[src/rtl/apb_master_pkg.sv]
// APB master shared types: FSM states, command opcodes,
// and the ECC block register map.
package apb_master_pkg;

  typedef enum logic [2:0] {
    ST_IDLE,
    ST_SETUP,
    ST_ACCESS,
    ST_WAIT_DONE,
    ST_ERR
  } apb_state_e;

  typedef enum logic [1:0] {
    OP_WRITE   = 2'b00,
    OP_READ    = 2'b01,
    OP_WAIT    = 2'b10,
    OP_ILLEGAL = 2'b11
  } cmd_op_e;

  localparam logic [7:0] REG_CTRL           = 8'h00;
  localparam logic [7:0] REG_DATA_IN        = 8'h04;
  localparam logic [7:0] REG_CODEWORD_WIDTH = 8'h08;
  localparam logic [7:0] REG_NOISE          = 8'h0C;

  function automatic logic is_apb_op(input logic [1:0] op);
    return (op == OP_WRITE) || (op == OP_READ);
  endfunction

endpackage

[src/rtl/apb_master.sv]
// Command-driven APB master for the ECC block: single
// zero-wait-state transfers plus a bounded wait on done.
module apb_master
  import apb_master_pkg::*;
#(
  parameter int AMBA_ADDR_WIDTH = 20,
  parameter int AMBA_WORD       = 32,
  parameter int TIMEOUT_CYCLES  = 16
) (
  input  logic                       clk,
  input  logic                       rst,
  input  logic                       cmd_valid,
  output logic                       cmd_ready,
  input  logic [1:0]                 cmd_op,
  input  logic [AMBA_ADDR_WIDTH-1:0] cmd_addr,
  input  logic [AMBA_WORD-1:0]       cmd_wdata,
  output logic                       rsp_valid,
  output logic [AMBA_WORD-1:0]       rsp_rdata,
  output logic                       rsp_error,
  output logic [AMBA_ADDR_WIDTH-1:0] PADDR,
  output logic [AMBA_WORD-1:0]       PWDATA,
  output logic                       PSEL,
  output logic                       PENABLE,
  output logic                       PWRITE,
  input  logic [AMBA_WORD-1:0]       PRDATA,
  input  logic                       operation_done
);

  localparam int CW =
    (TIMEOUT_CYCLES > 1) ? $clog2(TIMEOUT_CYCLES) : 1;
  localparam logic [CW-1:0] CNT_MAX =
    CW'(TIMEOUT_CYCLES - 1);

  apb_state_e    r_state;
  apb_state_e    w_next;
  cmd_op_e       r_op;
  cmd_op_e       w_op;
  logic [CW-1:0] r_cnt;
  logic [CW-1:0] w_cnt;
  logic          w_accept;
  logic          w_rsp_valid;
  logic          w_rsp_error;
  logic          w_cap;
  logic          w_psel;
  logic          w_penable;
  logic          w_pwrite;

  assign w_accept = cmd_valid & cmd_ready;

  // Next state, counter and next registered outputs.
  always_comb begin
    w_next      = r_state;
    w_cnt       = r_cnt;
    w_rsp_valid = 1'b0;
    w_rsp_error = 1'b0;
    w_cap       = 1'b0;
    w_op        = (r_state == ST_IDLE) ?
                  cmd_op_e'(cmd_op) : r_op;
    unique case (r_state)
      ST_IDLE: begin
        if (w_accept) begin
          unique case (cmd_op_e'(cmd_op))
            OP_WRITE,
            OP_READ: w_next = ST_SETUP;
            OP_WAIT: begin
              w_next = ST_WAIT_DONE;
              w_cnt  = '0;
            end
            default: w_next = ST_ERR;
          endcase
        end
      end
      ST_SETUP: w_next = ST_ACCESS;
      ST_ACCESS: begin
        w_next      = ST_IDLE;
        w_rsp_valid = 1'b1;
        w_cap       = (r_op == OP_READ);
      end
      ST_WAIT_DONE: begin
        if (operation_done) begin
          w_next      = ST_IDLE;
          w_rsp_valid = 1'b1;
        end else if (r_cnt == CNT_MAX) begin
          w_next      = ST_IDLE;
          w_rsp_valid = 1'b1;
          w_rsp_error = 1'b1;
        end else begin
          w_cnt = r_cnt + 1'b1;
        end
      end
      ST_ERR: begin
        w_next      = ST_IDLE;
        w_rsp_valid = 1'b1;
        w_rsp_error = 1'b1;
      end
      default: w_next = ST_IDLE;
    endcase
    w_psel    = (w_next == ST_SETUP) ||
                (w_next == ST_ACCESS);
    w_penable = (w_next == ST_ACCESS);
    w_pwrite  = w_psel && (w_op == OP_WRITE);
  end

  // State, counter and all outputs are registered here.
  always_ff @(posedge clk) begin
    if (rst) begin
      r_state   <= ST_IDLE;
      r_op      <= OP_WRITE;
      r_cnt     <= '0;
      cmd_ready <= 1'b1;
      rsp_valid <= 1'b0;
      rsp_error <= 1'b0;
      rsp_rdata <= '0;
      PADDR     <= '0;
      PWDATA    <= '0;
      PSEL      <= 1'b0;
      PENABLE   <= 1'b0;
      PWRITE    <= 1'b0;
    end else begin
      r_state   <= w_next;
      r_cnt     <= w_cnt;
      cmd_ready <= (w_next == ST_IDLE);
      rsp_valid <= w_rsp_valid;
      rsp_error <= w_rsp_error;
      PSEL      <= w_psel;
      PENABLE   <= w_penable;
      PWRITE    <= w_pwrite;
      if (w_accept) begin
        r_op <= cmd_op_e'(cmd_op);
      end
      if (w_accept && is_apb_op(cmd_op)) begin
        PADDR  <= cmd_addr;
        PWDATA <= cmd_wdata;
      end
      if (w_cap) begin
        rsp_rdata <= PRDATA;
      end
    end
  end

endmodule

[config.mk]
export PLATFORM = sky130hd
export DESIGN_NAME = apb_master
export DESIGN_NICKNAME = d
export VERILOG_FILES = /design/src/rtl/apb_master_pkg.sv /design/src/rtl/apb_master.sv
export SDC_FILE = /design/constraint.sdc
export NUM_CORES = 1
export LEC_CHECK = 0
export BUFFER_PORTS_ARGS = -buffer_cell sky130_fd_sc_hd__buf_4
export CORE_UTILIZATION = 45
export CTS_CLUSTER_SIZE = 14
export DETAILED_ROUTE_END_ITERATION = 8
export PLACE_DENSITY = 0.91
export SETUP_SLACK_MARGIN = 0.4
export SLEW_MARGIN = 20
export SYNTH_ARGS = -nofsm -noshare
export SYNTH_HDL_FRONTEND = slang
export SYNTH_SLANG_ARGS = --single-unit
[constraint.sdc]
create_clock -name clk -period 2 [get_ports clk]
set_input_delay 0.4 -clock clk [delete_from_list [all_inputs] [get_ports clk]]
set_output_delay 0.4 -clock clk [all_outputs]
set_load 0.03 [all_outputs]
==> flow_metrics.tcl, run 1 <==
set metrics [dict create \
    critPathBufInv 0 \
    r2r_start "r_cnt[1]" \
    drv_cap 0 \
    drc 0 \
    synthToLayoutAreaGrowth_pct 49.0 \
    max_stage_delay_ps 380 \
    drv_slew 0 \
    h-tree-depth 3 \
    clock_skew_ps 17.4 \
    holdCritPathClass "primary input to register" \
    ir_drop_v 0.000530 \
    status "finished clean" \
    clockBufferDepth 2 \
    reg2reg_depth 5 \
    slew_headroom 0.566 \
    ys_warn_count 0 \
    post-place-ws_ps 197 \
    endpoint_kind "register" \
    root_buffer "clkbuf_8" \
    start_util 0.462 \
    worstReg2RegEnd "PWRITE" \
    fin_crit_ps 1580 \
    die_x_um 90.8 \
    grtUsageTotal 0.227 \
    timing.final.hold_violations 0 \
    slowest_stage "dfxtp_4" \
    p_leak_nw 2.23 \
    cp.arrival_ps 1830 \
    rsz0062_at_grt "yes" \
    synthCells 444 \
    drive_above_1_share 0.360 \
    grt_pass1_vias 3372 \
    grt_max_degree 62 \
    ant_nets 0 \
    clk_pin_slew_worst_paths_ps 110 \
    synth_area_um2 3550 \
    min_from "cmd_addr[2]" \
    first_iter_violations 187 \
    num_antenna_cells 0 \
    yosysSeqAreaShare 0.558 \
    antenna_found_initial 0 \
    setup_viol 0 \
    min_path_cells 3 \
    viasPerCell 4.98 \
    max_freq_ghz 0.634 \
    whs_ps 288 \
    synth_edf_count 0 \
    cts.sinks 99 \
    tightest_slew_ps 651 \
    wl_per_cell_um 13.1 \
    critPathTopFamily "simple AND/OR/NAND/NOR gates" \
    setup-tns-final_ps 0 \
    cts_made_buffers 9 \
    r2r_setup_slack_ps 420 \
    path_cells "ha_4 -> nand3_4 -> o2111a_1 -> or3_1 -> a211oi_2" \
    io_pins 180 \
    grt_pass1_wl_um 15300 \
    finalCritPeriodShare 0.789 \
    wirelength_um 9440 \
    synth_nets 535 \
    cts_tree "yes" \
    die_h_um 90.8 \
    syn_area_per_cell_um2 7.99 \
    overflow 0 \
    worstSetupStartpointType "register" \
    synth_async_sr_flop_share 0 \
    rows 32 \
    setup_ws_ps 423 \
    whs_endpoint "PADDR[2]" \
    portBuffers 179 \
    dp_hpwl_um 6770 \
    ys_ff_latch 99 \
    dieArea_um2 8250 \
    nNetsFinal 702 \
    p_per_area_nw_per_um2 763 \
    clock_latency_ps 340 \
    ctsHoldBuffers 0 \
    ys_types 33 \
    required_ps 2250 \
    dr.pass1.iters 5 \
    vias 3573 \
    worst-path-max-fanout 6 \
    synth-main-ff-cell "dfxtp_1" \
    routabilityCongestion 0.917 \
    critPathKind "register to register" \
    core_area_um2 7690 \
]
-- kinds of logic after synthesis --
family | count (synthesis) | share of synthesized area
buffers and inverters | 33 | 0.0391
DFF | 99 | 0.558
adders and majority gates | 1 | 0.00352
and+or+nand+nor | 209 | 0.243
xor gates and xnor gates | 3 | 0.00740
AOI/OAI and AO/OA | 99 | 0.149
-- registers in the layout, summed over array words and instances, names as in the netlist --
signal	count
r_cnt	4
PSEL	1
cmd_ready	1
rsp_error	1
rsp_valid	1
PWDATA	32
PENABLE	1
r_state	3
rsp_rdata	32
r_op	2
PWRITE	1
PADDR	20
-- power by group --
group / total (W) / leakage [nW] / switching (W) / internal, W
clock: 0.00131 / 0.0978 / 0.000665 / 0.000649
sequential: 0.00209 / 0.807 / 0.0000483 / 0.00204
combinational: 0.000628 / 1.32 / 0.000349 / 0.000280
-- metrics by stage --
step           instance area (µm²)  cells   util  power [W]
2_1_floorplan                 3550    444      -    0.00245
3_3_place_gp                  4990    701  0.650    0.00274
3_5_place_dp                  4990    701  0.650    0.00276
4_1_cts                       5240    718  0.682    0.00406
5_1_grt                       5290    718  0.688    0.00422
6_report                      5290    718  0.688    0.00403
-- Yosys cell counts (all sizes together) (2+ instances only) --
library cell	n	area, µm²
xor2	2	17.5
nor4b	2	23.8
dfxtp	99	1980
nor2	10	37.5
inv	3	11.3
nand2	176	661
nor3	5	25.0
clkbuf	22	82.6
nand3	4	20.0
buf	8	45.0
and2	3	18.8
a21oi	90	450
nand2b	3	18.8
-- final cells by class --
type                       count  area [µm²]
fill                         600        2400
sequential                    99        1990
multi-input combinational    312        1500
timing repair buffer         186        1450
clock buffer                  11         151
tap                          102         128
clock inverter                 5        61.3
inverter                       3        11.3
-- worst max-delay path by stage --
stage	startpoint	to	slack [ps]	depth (start not counted)
after detailed placement	r_cnt[0]	PWRITE	200	5
after floorplan	r_cnt[0]	PWRITE	410	5
final	r_cnt[1]	PWRITE	420	5
after global placement	r_cnt[0]	PWRITE	330	5
after CTS	r_state[2]	PWRITE	380	4
after global routing	r_cnt[0]	PWRITE	360	5
-- placed cells by master (no fill, tap or decap), drive strengths merged, types with 2 or more instances in the layout --
cell,instances
inv,3
a21oi,90
and2,3
nor3,5
dfxtp,99
nand3,4
nor4b,2
clkinvlp,3
nand2b,3
nor2,10
nand2,176
xor2,2
clkbuf,11
buf,186
-- repair_timing --
action / in CTS / in global routing
resized for setup: 9 / 11
pin swaps: 3 / 1
endpoints found under the hold margin: 0 / 0
setup endpoints to repair: 36 / 37
setup buffers: 1 / 0
-- worst reg2reg max path, stage by stage (launching register included) --
cell and delay [ps]:
dfxtp_4 380, ha_4 150, nand3_4 100, o2111a_1 270, or3_1 380, a211oi_2 210
-- layer usage --
metal / global-route usage / vias up / part of all wire
met1: 0.269 / 1646 / 0.41
met4: 0.0701 / 0 / 0.0095
li1: - / 1774 / -
met3: 0.0606 / 8 / 0.072
met5: 0 / - / 0
met2: 0.398 / 145 / 0.50
Power figures use the tool's default switching activity.
==> run 2, diff against run 1 <==
ABC_AREA = 1   (was not set)
PLACE_DENSITY = 0.92   (was 0.91)
clock period = 1.49 ns   (was 2 ns; I/O delays follow)
==> run 2 against run 1 <==
Effect of this change: core utilization rose by 24 points; largest power group unchanged; fmax rose by 7.9%; synthesized cell count rose by 0.68%; register-to-register slack got worse by 390 ps; critical endpoint is now rsp_rdata[21].
==> flow_metrics.tcl, run 2 <==
set metrics [dict create \
    status "finished clean" \
    tightest_slew_ps 362 \
    slew_headroom 0.758 \
    routabilityCongestion 0.822 \
    overflow 0 \
    synth.most_common_cell "nor2_1" \
    final_core_util 0.926 \
    ys_ff_latch 99 \
    rsz0062_at_grt "yes" \
    grt_pass1_wl_um 20500 \
    clock_skew_ps 21.2 \
    ant_nets 0 \
    max_freq_ghz 0.684 \
    nNetsFinal 775 \
    synth_edf_count 0 \
    drc 0 \
    required_ps 1760 \
    cts.sinks 99 \
    cts_tree "yes" \
    die_h_um 90.1 \
    dr.pass1.iters 6 \
    vias 4495 \
    ctsHoldBuffers 0 \
    drv_slew 0 \
    synthToLayoutAreaGrowth_pct 95.5 \
    path_cells "inv_4 -> nand3_4 -> nor3_4 -> buf_12 -> buf_8 -> o21ai_2 -> nor2_1" \
    ys_types 21 \
    viasPerCell 5.70 \
    yosysSeqAreaShare 0.568 \
    synth_nets 538 \
    worstSetupStartpointType "register" \
    setup_viol 0 \
    ir_drop_v 0.000813 \
    synth-main-ff-cell "dfxtp_1" \
    cts_made_buffers 9 \
    dieArea_um2 8120 \
    setup-tns-final_ps 0 \
    fillers 237 \
    p_per_area_nw_per_um2 969 \
    holdCritPathClass "primary input to register" \
    h-tree-depth 3 \
    clk_pin_slew_worst_paths_ps 110 \
    ys_warn_count 0 \
    syn_area_per_cell_um2 7.81 \
    critPathBufInv 3 \
    reg.largest.list "PWDATA x32, rsp_rdata x32, PADDR x20" \
    grtUsageTotal 0.316 \
    layout_commonest_cell "nor2_1" \
    clock_latency_ps 370 \
    start_util 0.474 \
    root_buffer "clkbuf_8" \
    p_leak_nw 3.13 \
    critPathTopFamily "simple AND/OR/NAND/NOR gates" \
    worst-path-max-fanout 7 \
    portBuffers 179 \
    drive_above_1_share 0.650 \
    synth_async_sr_flop_share 0 \
    cp.arrival_ps 1730 \
    wl_per_cell_um 21.2 \
    core_area_um2 7370 \
    yosysTopAreaCell "dfxtp_1" \
    clockBufferDepth 2 \
    grt_pass1_vias 4247 \
    synth_area_leaders "dfxtp_1, nor2_1, o21ai_0" \
    synthCells 447 \
    wirelength_um 16700 \
    drv_cap 0 \
    synth_area_um2 3490 \
    max_stage_delay_ps 380 \
    antenna_found_initial 0 \
    first_iter_violations 449 \
    die_x_um 90.1 \
    rows 31 \
    timing.final.hold_violations 0 \
    critPathKind "register to register" \
    synth_commonest_cells "nor2_1, dfxtp_1, o21ai_0" \
    final_cell_mix "nor2_1, buf_4, buf_6, dfxtp_2, o21ai_0" \
    synthDominantCellAreaShare 0.568 \
    endpoint_kind "register" \
    io_pins 180 \
    slowest_stage "dfxtp_4" \
    num_antenna_cells 0 \
    finalCritPeriodShare 0.981 \
    dp_hpwl_um 7130 \
    fin_crit_ps 1460 \
    grt_max_degree 53 \
]
-- run 2: cell type report --
| class | count | area, µm² | share of cell area |
|---|---|---|---|
| inverters | 13 | 82.6 | 0.0121 |
| flip-flops and latches | 99 | 2120 | 0.310 |
| multi-input cells | 309 | 1700 | 0.249 |
| repair buffers | 252 | 2570 | 0.377 |
| clock inverters | 4 | 72.6 | 0.0106 |
| well taps | 99 | 124 | 0.0181 |
| clock buffers | 12 | 155 | 0.0227 |
-- run 2: metal layers --
layer | vias to the layer above | global-route usage | part of all wire
met5 | - | 0 | 0
met3 | 119 | 0.0550 | 0.076
li1 | 1914 | - | -
met4 | 0 | 0.176 | 0.075
met1 | 2121 | 0.341 | 0.34
met2 | 341 | 0.578 | 0.51
-- run 2: report_power, final --
| group | switching, W | total [W] | internal [W] | leakage (nW) |
|---|---|---|---|---|
| registers | 0.000133 | 0.00296 | 0.00283 | 0.850 |
| logic | 0.000847 | 0.00161 | 0.000767 | 2.16 |
| clock network | 0.00100 | 0.00204 | 0.00104 | 0.113 |
| total | 0.00198 | 0.00662 | 0.00463 | 3.13 |
-- run 2: timing repair --
item	CTS	global route
buffers inserted	25	31
pin swaps	24	48
resized for setup	243	113
setup endpoints to repair	183	187
cloned	9	1
-- run 2: path summary, 6_finish.rpt --
kind,slack (ps),depth (start not counted),endpoint,startpoint
worst max register to register,30,7,rsp_rdata[21],r_state[2]
worst max-delay path,30,7,rsp_rdata[21],r_state[2]
worst min-delay path,140,3,rsp_rdata[23],PRDATA[23]
worst min register to register,520,2,PWDATA[9],PWDATA[9]
-- run 2: worst register-to-register path: cells and delay by family, from the launching register on --
family	cells	cell delay (ps)
buf+inv	3	440
flops	1	380
compound gates	1	70
simple gates	3	480
-- run 2: logic make-up after synthesis --
kind of cell	synth area share
flip-flops	0.568
AO/OA/AOI/OAI	0.140
XOR/XNOR	0.00251
AND/OR/NAND/NOR	0.241
adder cells (fa/ha/maj)	0.00358
buffers and inverters	0.0448
-- run 2: per-stage QoR --
step / worst slack, ps / total power [W] / cell area (µm²) / cells / hold slack [ps]
2_1_floorplan: 344 / 0.00353 / 3600 / 447 / 433
3_3_place_gp: 269 / 0.00399 / 4960 / 706 / 452
3_5_place_dp: 202 / 0.00402 / 4960 / 706 / 469
4_1_cts: 250 / 0.00631 / 6270 / 756 / 141
5_1_grt: 11.1 / 0.00678 / 6830 / 788 / 143
6_report: 28.0 / 0.00662 / 6830 / 788 / 143
==> run 3, diff against run 2 <==
MAX_ROUTING_LAYER = met4   (was not set)
SETUP_SLACK_MARGIN = not set   (was 0.4)
==> run 3 against run 2 <==
Effect of this change: largest cell class is now flip-flops and latches; flip-flop and latch count stayed put; largest power group unchanged; first-iteration DRC count fell by 49%; critical path depth rose by 2; setup slack gained 110 ps; hold slack improved by 12 ps; non-clock buffer count fell by 64; total power down 9.2%; via count down 20%; wire length decreased by 42%; critical path type unchanged; global-route usage shrank 6.7 points.
==> flow_metrics.tcl, run 3 (same netlist as run 2, synthesis figures left out) <==
set metrics [dict create \
    min_from "cmd_wdata[17]" \
    cts.sinks 99 \
    ctsHoldBuffers 0 \
    reg.largest.list "PWDATA x32, rsp_rdata x32, PADDR x20" \
    rows 31 \
    cts_made_buffers 9 \
    finalCritPeriodShare 0.904 \
    ant_nets 0 \
    first_iter_violations 231 \
    root_buffer "clkbuf_8" \
    fin_crit_ps 1350 \
    drv_slew 0 \
    core_area_um2 7370 \
    min_path_cells 3 \
    final_cell_mix "buf_4, nor2_1, dfxtp_1, o21ai_0, nand2_1" \
    r2r_setup_slack_ps 140 \
    clock_latency_ps 360 \
    antenna_found_initial 0 \
    tightest_slew_ps 446 \
    clockBufferDepth 2 \
    holdCritPathClass "primary input to register" \
    clock_skew_ps 12.3 \
    startpoint "r_cnt[0]" \
    whs_ps 155 \
    required_ps 1790 \
    cp.arrival_ps 1640 \
    layout_commonest_cell "buf_4" \
    clk_pin_slew_worst_paths_ps 90 \
    worstSetupStartpointType "register" \
    critPathKind "register to register" \
    worst-path-max-fanout 4 \
    drive_above_1_share 0.349 \
    grt_max_degree 48 \
    worstReg2RegEnd "PWRITE" \
    setup_viol 0 \
    wirelength_um 9750 \
    die_x_um 90.1 \
    cts_tree "yes" \
    totalPowerFinal_w 0.00601 \
    dp_hpwl_um 6910 \
    drc 0 \
    p_leak_nw 2.60 \
    timing.final.hold_violations 0 \
    vias 3576 \
    h-tree-depth 3 \
    grtUsageTotal 0.249 \
    r2r_start "r_cnt[0]" \
    routabilityCongestion 0.804 \
    io_pins 180 \
    rsz0062_at_grt "no" \
    reg2reg_depth 9 \
    nNetsFinal 711 \
    viasPerCell 4.94 \
    die_h_um 90.1 \
    ir_drop_v 0.000717 \
    endpoint_kind "register" \
    max_freq_ghz 0.742 \
    fin_cells 724 \
    grt_pass1_vias 3405 \
    dieArea_um2 8120 \
    grt_pass1_wl_um 15900 \
    overflow 0 \
    slew_headroom 0.700 \
    dr.pass1.iters 4 \
    portBuffers 179 \
    wl_per_cell_um 13.5 \
    dpl.cell_count 705 \
    status "finished clean" \
    whs_endpoint "PWDATA[17]" \
    start_util 0.474 \
    num_antenna_cells 0 \
    drv_cap 0 \
    p_per_area_nw_per_um2 1150 \
    synthToLayoutAreaGrowth_pct 49.3 \
]
run 3: changes by cell type in the layout (fill, tap and decap cells not counted), moves of 26 or more:
cell     change
dfxtp_1     +91
buf_4       +52
dfxtp_2     -83
o21ai_0     +39
nor2_2      -26
nor2_1      +31
buf_6       -97
run 3: area by class of cell:
cell class | count | area (µm²)
clock buffer | 12 | 145
fill | 617 | 2150
tap | 99 | 124
multi-input combinational | 309 | 1370
timing repair buffer | 188 | 1440
sequential | 99 | 1980
clock inverter | 4 | 97.6
inverter | 13 | 48.8
run 3: how the worst max path moves through the flow:
stage / end / slack [ps] / depth (start not counted)
floorplan: PADDR[10] / 80 / 6
global placement: PADDR[12] / 100 / 6
detailed placement: PWDATA[8] / -3 / 6
CTS: PWDATA[14] / 6 / 5
global route: PWRITE / 10 / 9
finish: PWRITE / 140 / 9
run 3: timing repair:
item | CTS | global route
gates resized for setup | 0 | 9
buffers inserted | 0 | 3
endpoints found under the setup margin | 0 | 52
run 3: worst max-delay path: stages, from the launching register on:
cell,delay [ps]
dfxtp_2,360
ha_2,210
nand3_2,120
nand2_1,100
nand2_1,70
nand2_1,110
nand3_1,90
nand2_1,70
nand2_1,80
nor2_1,80
run 3: through the flow:
| step | setup slack, ps | setup TNS (ps) | cell area (µm²) | util |
|---|---|---|---|---|
| 3_5_place_dp | -3.05 | -5.85 | 4920 | 0.668 |
| 3_3_place_gp | 104 | 0 | 4920 | 0.668 |
| 4_1_cts | 5.77 | 0 | 5160 | 0.701 |
| 2_1_floorplan | 78.5 | 0 | 3490 | - |
| 5_1_grt | 10.2 | 0 | 5220 | 0.708 |
| 6_report | 143 | 0 | 5220 | 0.708 |
run 3: per-layer routing:
| metal | up-vias | routed length, µm | global-route usage |
|---|---|---|---|
| met5 | - | 0 | - |
| met4 | 0 | 197 | 0.114 |
| met3 | 22 | 513 | 0.0423 |
| met2 | 137 | 5010 | 0.417 |
| met1 | 1644 | 4030 | 0.292 |
| li1 | 1773 | - | - |
run 3: where the power goes:
group	switching (W)	leakage, nW	internal, W
sequential	0.0000885	0.809	0.00280
clock	0.000876	0.117	0.00116
combinational	0.000631	1.67	0.000445
